## src/rtl/plic_lite_pkg.sv

```systemverilog
`default_nettype none
// ============================================================================
//  Module      : plic_lite_pkg
//  Description : Shared constants and types for the plic_lite interrupt
//                controller: register offsets, FSM encoding, default width.
//  Revision    : 1.0 - initial release
// ============================================================================
package plic_lite_pkg;

    localparam int PRIO_W_DEFAULT = 3;

    localparam logic [7:0] OFF_PENDING   = 8'h00;
    localparam logic [7:0] OFF_ENABLE    = 8'h04;
    localparam logic [7:0] OFF_THRESHOLD = 8'h08;
    localparam logic [7:0] OFF_CLAIM     = 8'h0C;
    localparam logic [7:0] OFF_TRIGGER   = 8'h10;
    localparam logic [7:0] OFF_PRIO_BASE = 8'h20;

    typedef enum logic [1:0] {
        IDLE    = 2'd0,
        NOTIFY  = 2'd1,
        SERVICE = 2'd2
    } plic_state_t;

endpackage
`default_nettype wire

```

## src/rtl/plic_lite_if.sv

```systemverilog
`default_nettype none
// ============================================================================
//  Module      : plic_lite_if
//  Description : Register bus between software master and plic_lite.
//                One-cycle request pulse, one-cycle ack with read data.
//  Revision    : 1.0 - initial release
// ============================================================================
interface plic_lite_if;
    logic        bus_req;
    logic        bus_we;
    logic [7:0]  bus_addr;
    logic [31:0] bus_wdata;
    logic [31:0] bus_rdata;
    logic        bus_ack;

    modport master (
        output bus_req, bus_we, bus_addr, bus_wdata,
        input  bus_rdata, bus_ack
    );

    modport slave (
        input  bus_req, bus_we, bus_addr, bus_wdata,
        output bus_rdata, bus_ack
    );
endinterface
`default_nettype wire

```

## src/rtl/plic_prio_arbiter.sv

```systemverilog
`default_nettype none
// ============================================================================
//  Module      : plic_prio_arbiter
//  Description : Combinational priority pick over requesting sources.
//                Highest priority wins, ties go to the lowest index; the
//                winner is eligible only when its priority exceeds threshold.
//  Revision    : 1.0 - initial release
// ============================================================================
module plic_prio_arbiter
    import plic_lite_pkg::*;
#(
    parameter int NUM_SRC = 8,
    parameter int PRIO_W  = PRIO_W_DEFAULT
) (
    input  logic [NUM_SRC-1:0]             req,
    input  logic [NUM_SRC-1:0][PRIO_W-1:0] prio,
    input  logic [PRIO_W-1:0]              threshold,
    output logic [7:0]                     win_id,
    output logic [PRIO_W-1:0]              win_prio,
    output logic                           eligible
);

    logic w_found;

    // Scan upward, replacing the candidate only on strictly greater priority
    always_comb begin
        w_found  = 1'b0;
        win_id   = 8'd0;
        win_prio = '0;
        for (int i = 0; i < NUM_SRC; i++) begin
            if (req[i] && (!w_found || (prio[i] > win_prio))) begin
                w_found  = 1'b1;
                win_id   = 8'(i + 1);
                win_prio = prio[i];
            end
        end
        eligible = w_found && (win_prio > threshold);
    end

endmodule
`default_nettype wire

```

## src/rtl/plic_lite.sv

```systemverilog
`default_nettype none
// ============================================================================
//  Module      : plic_lite
//  Description : Lightweight platform interrupt controller. Per-source
//                edge/level gateways, priority arbitration with threshold,
//                claim/complete handshake, single outstanding interrupt.
//  Revision    : 1.0 - initial release
// ============================================================================
module plic_lite
    import plic_lite_pkg::*;
#(
    parameter int NUM_SRC = 8,
    parameter int PRIO_W  = PRIO_W_DEFAULT
) (
    input  logic               clk,
    input  logic               rst,
    input  logic [NUM_SRC-1:0] src_irq,
    plic_lite_if.slave         bus,
    output logic               peripheral_int,
    output logic [7:0]         peripheral_int_code
);

    localparam logic [5:0] c_W_PENDING   = OFF_PENDING[7:2];
    localparam logic [5:0] c_W_ENABLE    = OFF_ENABLE[7:2];
    localparam logic [5:0] c_W_THRESHOLD = OFF_THRESHOLD[7:2];
    localparam logic [5:0] c_W_CLAIM     = OFF_CLAIM[7:2];
    localparam logic [5:0] c_W_TRIGGER   = OFF_TRIGGER[7:2];
    localparam logic [5:0] c_W_PRIO_BASE = OFF_PRIO_BASE[7:2];

    logic [NUM_SRC-1:0]             r_pending, r_enable, r_trigger, r_src_prev;
    logic [PRIO_W-1:0]              r_threshold;
    logic [NUM_SRC-1:0][PRIO_W-1:0] r_prio;
    logic [7:0]                     r_in_service, r_code;
    plic_state_t                    r_state;
    logic                           r_int, r_ack;
    logic [31:0]                    r_rdata;

    logic               w_bus_go, w_wr, w_rd, w_claim_rd, w_complete_wr, w_claim_take;
    logic [5:0]         w_word;
    logic [7:0]         w_win_id, w_svc_id;
    logic [PRIO_W-1:0]  w_win_prio;
    logic               w_eligible;
    logic [NUM_SRC-1:0] w_set, w_clr;
    logic [31:0]        w_rdata;
    logic               w_unused_bits;

    // Requests overlapping an ack cycle are dropped
    assign w_bus_go      = bus.bus_req && !r_ack;
    assign w_wr          = w_bus_go && bus.bus_we;
    assign w_rd          = w_bus_go && !bus.bus_we;
    assign w_word        = bus.bus_addr[7:2];
    assign w_claim_rd    = w_rd && (w_word == c_W_CLAIM);
    assign w_complete_wr = w_wr && (w_word == c_W_CLAIM);
    assign w_claim_take  = w_claim_rd && (r_state == NOTIFY) && w_eligible;

    // The id being claimed this cycle already counts as in service, so a
    // held level source cannot re-pend across the claim edge.
    assign w_svc_id      = w_claim_take ? w_win_id : r_in_service;
    assign w_unused_bits = ^{bus.bus_addr[1:0], bus.bus_wdata, w_win_prio};

    plic_prio_arbiter #(
        .NUM_SRC (NUM_SRC),
        .PRIO_W  (PRIO_W)
    ) u_arb (
        .req       (r_pending & r_enable),
        .prio      (r_prio),
        .threshold (r_threshold),
        .win_id    (w_win_id),
        .win_prio  (w_win_prio),
        .eligible  (w_eligible)
    );

    generate
        for (genvar i = 0; i < NUM_SRC; i++) begin : g_gate
            assign w_set[i] = (r_trigger[i] ? (src_irq[i] & ~r_src_prev[i]) : src_irq[i])
                              && (w_svc_id != 8'(i + 1));
            assign w_clr[i] = w_claim_take && (w_win_id == 8'(i + 1));
        end
    endgenerate

    // Gateway: capture requests into pending; a new set beats a claim-clear
    always_ff @(posedge clk or negedge rst) begin
        if (!rst) begin
            r_pending  <= '0;
            r_src_prev <= '0;
        end else begin
            r_src_prev <= src_irq;
            r_pending  <= (r_pending & ~w_clr) | w_set;
        end
    end

    // Software-writable configuration registers
    always_ff @(posedge clk or negedge rst) begin
        if (!rst) begin
            r_enable    <= '0;
            r_threshold <= '0;
            r_trigger   <= '0;
            r_prio      <= '0;
        end else if (w_wr) begin
            if (w_word == c_W_ENABLE)    r_enable    <= bus.bus_wdata[NUM_SRC-1:0];
            if (w_word == c_W_THRESHOLD) r_threshold <= bus.bus_wdata[PRIO_W-1:0];
            if (w_word == c_W_TRIGGER)   r_trigger   <= bus.bus_wdata[NUM_SRC-1:0];
            for (int i = 0; i < NUM_SRC; i++) begin
                if (w_word == c_W_PRIO_BASE + 6'(i)) r_prio[i] <= bus.bus_wdata[PRIO_W-1:0];
            end
        end
    end

    // Read data mux; unmapped words and unused bits read as zero
    always_comb begin
        w_rdata = '0;
        case (w_word)
            c_W_PENDING:   w_rdata[NUM_SRC-1:0] = r_pending;
            c_W_ENABLE:    w_rdata[NUM_SRC-1:0] = r_enable;
            c_W_THRESHOLD: w_rdata[PRIO_W-1:0]  = r_threshold;
            c_W_CLAIM:     w_rdata[7:0]         = w_claim_take ? w_win_id : 8'd0;
            c_W_TRIGGER:   w_rdata[NUM_SRC-1:0] = r_trigger;
            default: begin
                for (int i = 0; i < NUM_SRC; i++) begin
                    if (w_word == c_W_PRIO_BASE + 6'(i)) w_rdata[PRIO_W-1:0] = r_prio[i];
                end
            end
        endcase
    end

    // Bus response: one-cycle ack, read data held only with the ack
    always_ff @(posedge clk or negedge rst) begin
        if (!rst) begin
            r_ack   <= 1'b0;
            r_rdata <= '0;
        end else begin
            r_ack   <= w_bus_go;
            r_rdata <= w_rd ? w_rdata : 32'd0;
        end
    end

    // Notification FSM: IDLE -> NOTIFY on eligible winner, claim -> SERVICE,
    // matching complete -> IDLE
    always_ff @(posedge clk or negedge rst) begin
        if (!rst) begin
            r_state      <= IDLE;
            r_int        <= 1'b0;
            r_code       <= 8'd0;
            r_in_service <= 8'd0;
        end else begin
            case (r_state)
                IDLE: begin
                    if (w_eligible) begin
                        r_code  <= w_win_id;
                        r_int   <= 1'b1;
                        r_state <= NOTIFY;
                    end
                end
                NOTIFY: begin
                    if (w_claim_rd) begin
                        r_int <= 1'b0;
                        if (w_eligible) begin
                            r_in_service <= w_win_id;
                            r_state      <= SERVICE;
                        end else begin
                            r_state      <= IDLE;
                        end
                    end
                end
                SERVICE: begin
                    if (w_complete_wr && (bus.bus_wdata[7:0] == r_in_service)) begin
                        r_in_service <= 8'd0;
                        r_state      <= IDLE;
                    end
                end
                default: begin
                    r_int   <= 1'b0;
                    r_state <= IDLE;
                end
            endcase
        end
    end

    assign peripheral_int      = r_int;
    assign peripheral_int_code = r_code;
    assign bus.bus_ack         = r_ack;
    assign bus.bus_rdata       = r_rdata;

endmodule
`default_nettype wire

```

## src/flat_wrapper.sv

```systemverilog
// flat-port wrapper written by rule: the top's interface ports become plain ports
module plic_lite_flat import plic_lite_pkg::*;
#(
    parameter int NUM_SRC = 8,
    parameter int PRIO_W  = PRIO_W_DEFAULT
)
  (clk, rst, src_irq, peripheral_int, peripheral_int_code, bus_bus_req, bus_bus_we, bus_bus_addr, bus_bus_wdata, bus_bus_rdata, bus_bus_ack);
  plic_lite_if bus_i ();
  input  logic clk;
  input  logic rst;
  input  logic [NUM_SRC-1:0] src_irq;
  output logic peripheral_int;
  output logic [7:0] peripheral_int_code;
  input wire logic [$bits(bus_i.bus_req)-1:0] bus_bus_req;
  input wire logic [$bits(bus_i.bus_we)-1:0] bus_bus_we;
  input wire logic [$bits(bus_i.bus_addr)-1:0] bus_bus_addr;
  input wire logic [$bits(bus_i.bus_wdata)-1:0] bus_bus_wdata;
  output wire logic [$bits(bus_i.bus_rdata)-1:0] bus_bus_rdata;
  output wire logic [$bits(bus_i.bus_ack)-1:0] bus_bus_ack;
  assign bus_i.bus_req = bus_bus_req;
  assign bus_i.bus_we = bus_bus_we;
  assign bus_i.bus_addr = bus_bus_addr;
  assign bus_i.bus_wdata = bus_bus_wdata;
  assign bus_bus_rdata = bus_i.bus_rdata;
  assign bus_bus_ack = bus_i.bus_ack;
  plic_lite #(.NUM_SRC(NUM_SRC), .PRIO_W(PRIO_W)) u_core (.clk(clk), .rst(rst), .src_irq(src_irq), .bus(bus_i), .peripheral_int(peripheral_int), .peripheral_int_code(peripheral_int_code));
endmodule
```

## config.mk

```make
export PLATFORM = sky130hd
export DESIGN_NAME = plic_lite_flat
export DESIGN_NICKNAME = d
export VERILOG_FILES = /design/src/rtl/plic_lite_pkg.sv /design/src/rtl/plic_lite_if.sv /design/src/rtl/plic_prio_arbiter.sv /design/src/rtl/plic_lite.sv /design/src/flat_wrapper.sv
export SDC_FILE = /design/constraint.sdc
export NUM_CORES = 1
export LEC_CHECK = 0
export BUFFER_PORTS_ARGS = -buffer_cell sky130_fd_sc_hd__clkbuf_2
export CAP_MARGIN = 20
export CORE_UTILIZATION = 60
export CTS_CLUSTER_SIZE = 40
export DETAILED_ROUTE_END_ITERATION = 6
export GPL_TIMING_DRIVEN = 1
export PLACE_DENSITY_LB_ADDON = 0.15
export RECOVER_POWER = 50
export SLEW_MARGIN = 20
export SYNTH_ARGS = -nofsm -noshare
export SYNTH_HDL_FRONTEND = slang
export SYNTH_SLANG_ARGS = --single-unit
```

## constraint.sdc

```tcl
create_clock -name clk -period 28.7 [get_ports clk]
set_clock_uncertainty 0.05 [all_clocks]
set_input_delay 5.74 -clock clk [delete_from_list [all_inputs] [get_ports clk]]
set_output_delay 5.74 -clock clk [all_outputs]
set_load 0.05 [all_outputs]
```

==> results.md <==
- Once the clock tree was built, the setup fixing pass inserted 0 buffers.
- The setup total negative slack is 0 ps.
- The netlist area before placement is around 4900 um2.
- The number of distinct standard cells referenced by the synthesized netlist is 59.
- By area the synthesized netlist is led by dfrtp_1 (40%), mux2_2 (11%), ha_1 (6.1%).
- The smallest clock period supported by the final layout is computed as roughly 13000 ps.
- The quantity of gates resized following cts is 0.
- Counting both buffers and inverters, the worst setup path holds a total of 3.
- The post-layout worst setup margin is approximately 16000 ps.
- The critical path runs through a total of 51 cells.
- The final count of hold timing violations is 0.
- The commonest cells after synthesis are dfrtp_1 (79), nand2_1 (71), mux2_2 (49).
- The leakage power total is about 2.5 nW.
- The min-delay analysis places its worst path in the category reg2reg.
- The category of the worst setup path launch point is a flip-flop.
- Across the VDD grid, the largest voltage drop is 22.36 uV.
- Of the available clock period, the critical path in the final layout requires a little under half.
- The compound-cell area share of the yosys netlist is roughly 15%.
- The checks that failed: max-capacitance violations, max-slew violations.
- The number of max-slew violations in the final report is 80.
- The Yosys step of the flow raised 0 warnings.
- The number of ports placed on the die boundary is between 90 and 100.
- STA classifies the critical path endpoint as a flip-flop.
- The overall global routing resource usage is 30.05%.
- After synthesis the netlist holds a flip-flop and latch count of 79.
- The total congestion overflow is 0.
- The count of antenna diodes in the layout is 0.
- The most used flip-flop cell after synthesis is dfrtp_1.
- The core area is 7807 um2.
- The clock tree buffer depth is 2.
- The run finished, with violations left.
- In this run, synthesis inferred 0 flip-flops with an integrated enable.
- The normalized max-slew margin is -181.8%.
- Max-cap violations in this run came to 1.
- The transition time at the pin with the least slew margin is around 4200 ps.
- The number of hold buffers added after CTS is 0.
- The detailed router finished its first iteration with about 260 violations.
- Once the floorplan was initialized, standard cells occupied around 63% of the core.
- The dominant combinational cell family by area after synthesis is simple AND/OR/NAND/NOR gates.
- The number of placement rows is 32.
- The sequential fraction of the synthesis area is 40.29%.
- The average detailed-routed wire length per instance is between 15 and 20 um.
- The number of global-route vias before repair is roughly 3900.
- After detailed routing, the number of vias per cell comes to 6.209.
- The clock tree from TritonCTS is yes.
- Of all flip-flops after synthesis, the portion carrying an async set or reset was 100.0%.
- The proportion of netlist area held by the largest area contributor is ~40%.
- Entering global routing, the biggest net connects 80 pins.
- The count of input and output buffers is 39.
- The detailed-routing iteration count for the pre-antenna-repair pass is 6.
- The deepest level of the CTS H-tree is 3.
- The first global-routing pass estimated just under 20 mm of wire.
- The routed via count is 3980.
- The number of clock buffers added by TritonCTS is 9.
- The y dimension of the die is 92.44 um.
- For this run, the top clock speed supported by timing is roughly 0.077 GHz.
- In this run the mean area of a mapped cell was 9.914 um2.
- The number of design rule violations left after detail routing is 0.
- Before CTS, the worst setup slack after placement is between 15000 and 20000 ps.
- The worst register-to-register path has a depth of 51.
- The clock latency on the worst-skew pair is around 360 ps.
- The family with the most delay on the worst path is compound AO/OA/AOI/OAI gates.
- After Yosys synthesis, full adders, half adders and majority gates account for around 6% of the synthesized area.
- The maximum net fanout on the critical path is 15.
- The estimated wirelength of the detail-placed design is a little over 9 mm.
- The die is just over 90 um wide.
- The initial antenna violation count is 0.
- The fill cell total of the finished layout is 612.
- The total wire length after detailed routing is around 12 mm.
- The count of nets left with antenna violations once routing finished came out at 0.
- The top cell type by total area after synthesis is dfrtp_1.
- The area growth from synthesis to layout is 7.445%.
- At the end of the flow, the number of nets in the layout was 610.
- The largest single stage delay on the critical path is around 600 ps.
- The kind of critical path is reg2reg.
- Clock-pin slew was measured on the worst setup and hold paths at approximately 90 ps.
- The root buffer cell is clkbuf_8.
- The area share of xor/xnor cells in the synthesized design is less than 1%.
- The clock sink total is slightly below 80.
- The number of cells on the worst hold path is 1.
- Setup repair after global routing left no endpoint under its margin.
- The congestion estimate from routability-driven global placement came to 0.9183.
- The synthesized netlist devotes between 10% and 20% of its cell area to simple gates.
- The most instantiated library cell after synthesis is dfrtp_1.
- The endpoint arrival time on the critical path is about 13000 ps.
- The total power per unit cell area is around 54 nW/um2.
- The die area is 8544 um2.
- On the critical path, the stage with the largest delay is an instance of a21oi_2.
- Counting stages on the worst path, the most repeated cell is ha_1.
- Synthesis produced a netlist whose cell count is 495.
- The number of setup violations in the final report is 0.
- The share of cells above drive strength 1 is between 20% and 30%.
- Multiplexer cells account for between 10% and 20% of the synthesized area.
- The data required time of the critical path is a little under 30000 ps.
[report_power, final]
| part | internal [mW] | switching [mW] |
|---|---|---|
| clock network | 0.0407 | 0.0442 |
| registers | 0.117 | 0.00606 |
| logic | 0.0249 | 0.0491 |
| total | 0.183 | 0.0993 |
[through the flow]
step	std cells	power (mW)	hold slack [ps]	cell area, um2	util [%]
after floorplan	522	0.1822	433.9	5009	-
after CTS	641	0.2829	456.1	5281	67.64
after detailed placement	625	0.1986	444.5	5085	65.13
after global routing	641	0.2953	484.4	5273	67.53
after global placement	625	0.1958	425.6	5085	65.13
final	641	0.2823	449.7	5273	67.53
[worst reg2reg max path: cells and delay by family (launching register included)]
kind / cells / cell delay, ps
muxes: 2 / 600
adders and majority gates: 8 / 2380
and+or+nand+nor: 12 / 2510
buffers and inverters: 3 / 200
DFF: 1 / 490
AOI/OAI and AO/OA: 26 / 6640
[logic make-up (layout without fill, tap and decap cells)]
kind of cell             count (synthesis)  in the layout
multiplexers                            57             57
AND/OR/NAND/NOR                        173            173
XOR/XNOR                                 4              4
other                                    1             28
flip-flops                              79             79
AO/OA/AOI/OAI                          101            101
buffers and inverters                   56             73
adder cells (fa/ha/maj)                 24             24
[path summary, 6_finish.rpt]
check | from | to | slack, ps
max reg2reg | u_core.r_pending[0]$_DFF_PN0_ | u_core.r_pending[1]$_DFF_PN0_ | 15770
max in group asynchronous | rst | u_core.r_prio[13]$_DFFE_PN0P_ | 19430
max | u_core.r_pending[0]$_DFF_PN0_ | u_core.r_pending[1]$_DFF_PN0_ | 15770
min in group asynchronous | rst | u_core.bus.bus_rdata[4]$_DFF_PN0_ | 6820
min | u_core.bus.bus_ack$_DFF_PN0_ | u_core.bus.bus_ack$_DFF_PN0_ | 450
min reg2reg | u_core.bus.bus_ack$_DFF_PN0_ | u_core.bus.bus_ack$_DFF_PN0_ | 450
[layout by cell type (no fill, tap or decap), types with 3 or more instances in the layout]
| cell | n |
|---|---|
| nand2_1 | 71 |
| nor4_1 | 3 |
| and2_1 | 4 |
| conb_1 | 28 |
| a221oi_1 | 6 |
| nand2b_1 | 4 |
| nor3b_1 | 7 |
| a21oi_1 | 20 |
| nand3_1 | 12 |
| ha_1 | 24 |
| inv_1 | 18 |
| o221ai_1 | 3 |
| nand3b_1 | 5 |
| clkbuf_1 | 6 |
| o31ai_1 | 5 |
| xor2_1 | 4 |
| mux2i_1 | 5 |
| o21ai_1 | 4 |
| and3_1 | 4 |
| a31oi_1 | 6 |
| a22o_1 | 6 |
| nor3_1 | 7 |
| nand4_1 | 6 |
| clkbuf_2 | 34 |
| mux2_2 | 49 |
| o21ai_0 | 19 |
| mux4_2 | 3 |
| clkbuf_8 | 9 |
| nor2b_1 | 11 |
| o21a_1 | 3 |
| nor2_1 | 28 |
| a22oi_1 | 5 |
| dfrtp_1 | 79 |
[flip-flops by register name (all words and copies together), names as in the netlist]
signal and cells:
u_core.r_src_prev 8, u_core.r_state 2, u_core.peripheral_int_code 4, u_core.bus.bus_rdata 8, u_core.r_prio 24, u_core.r_enable 8
u_core.peripheral_int 1, u_core.r_trigger 8, u_core.r_threshold 3, u_core.bus.bus_ack 1, u_core.r_pending 8, u_core.r_in_service 4
[metal layers]
metal / routed length [um] / part of all wire [%] / GRT usage, % / vias to the layer above
met5: 0 / 0 / 0 / -
met4: 377 / 3.1 / 13.54 / 0
met3: 918 / 7.6 / 5.255 / 38
met2: 5847 / 48 / 49.75 / 192
met1: 4994 / 41 / 38.42 / 1923
li1: - / - / - / 1827
[final cells by class]
class | count | area [um2] | share of cell area [%]
well taps | 102 | 127.6 | 2.420
inverters | 18 | 67.56 | 1.281
flip-flops and latches | 79 | 1977 | 37.49
clock inverters | 6 | 68.82 | 1.305
repair buffers | 39 | 188.9 | 3.583
multi-input cells | 387 | 2715 | 51.49
clock buffers | 10 | 127.6 | 2.420
No activity file was read; power rests on OpenSTA's default activity.
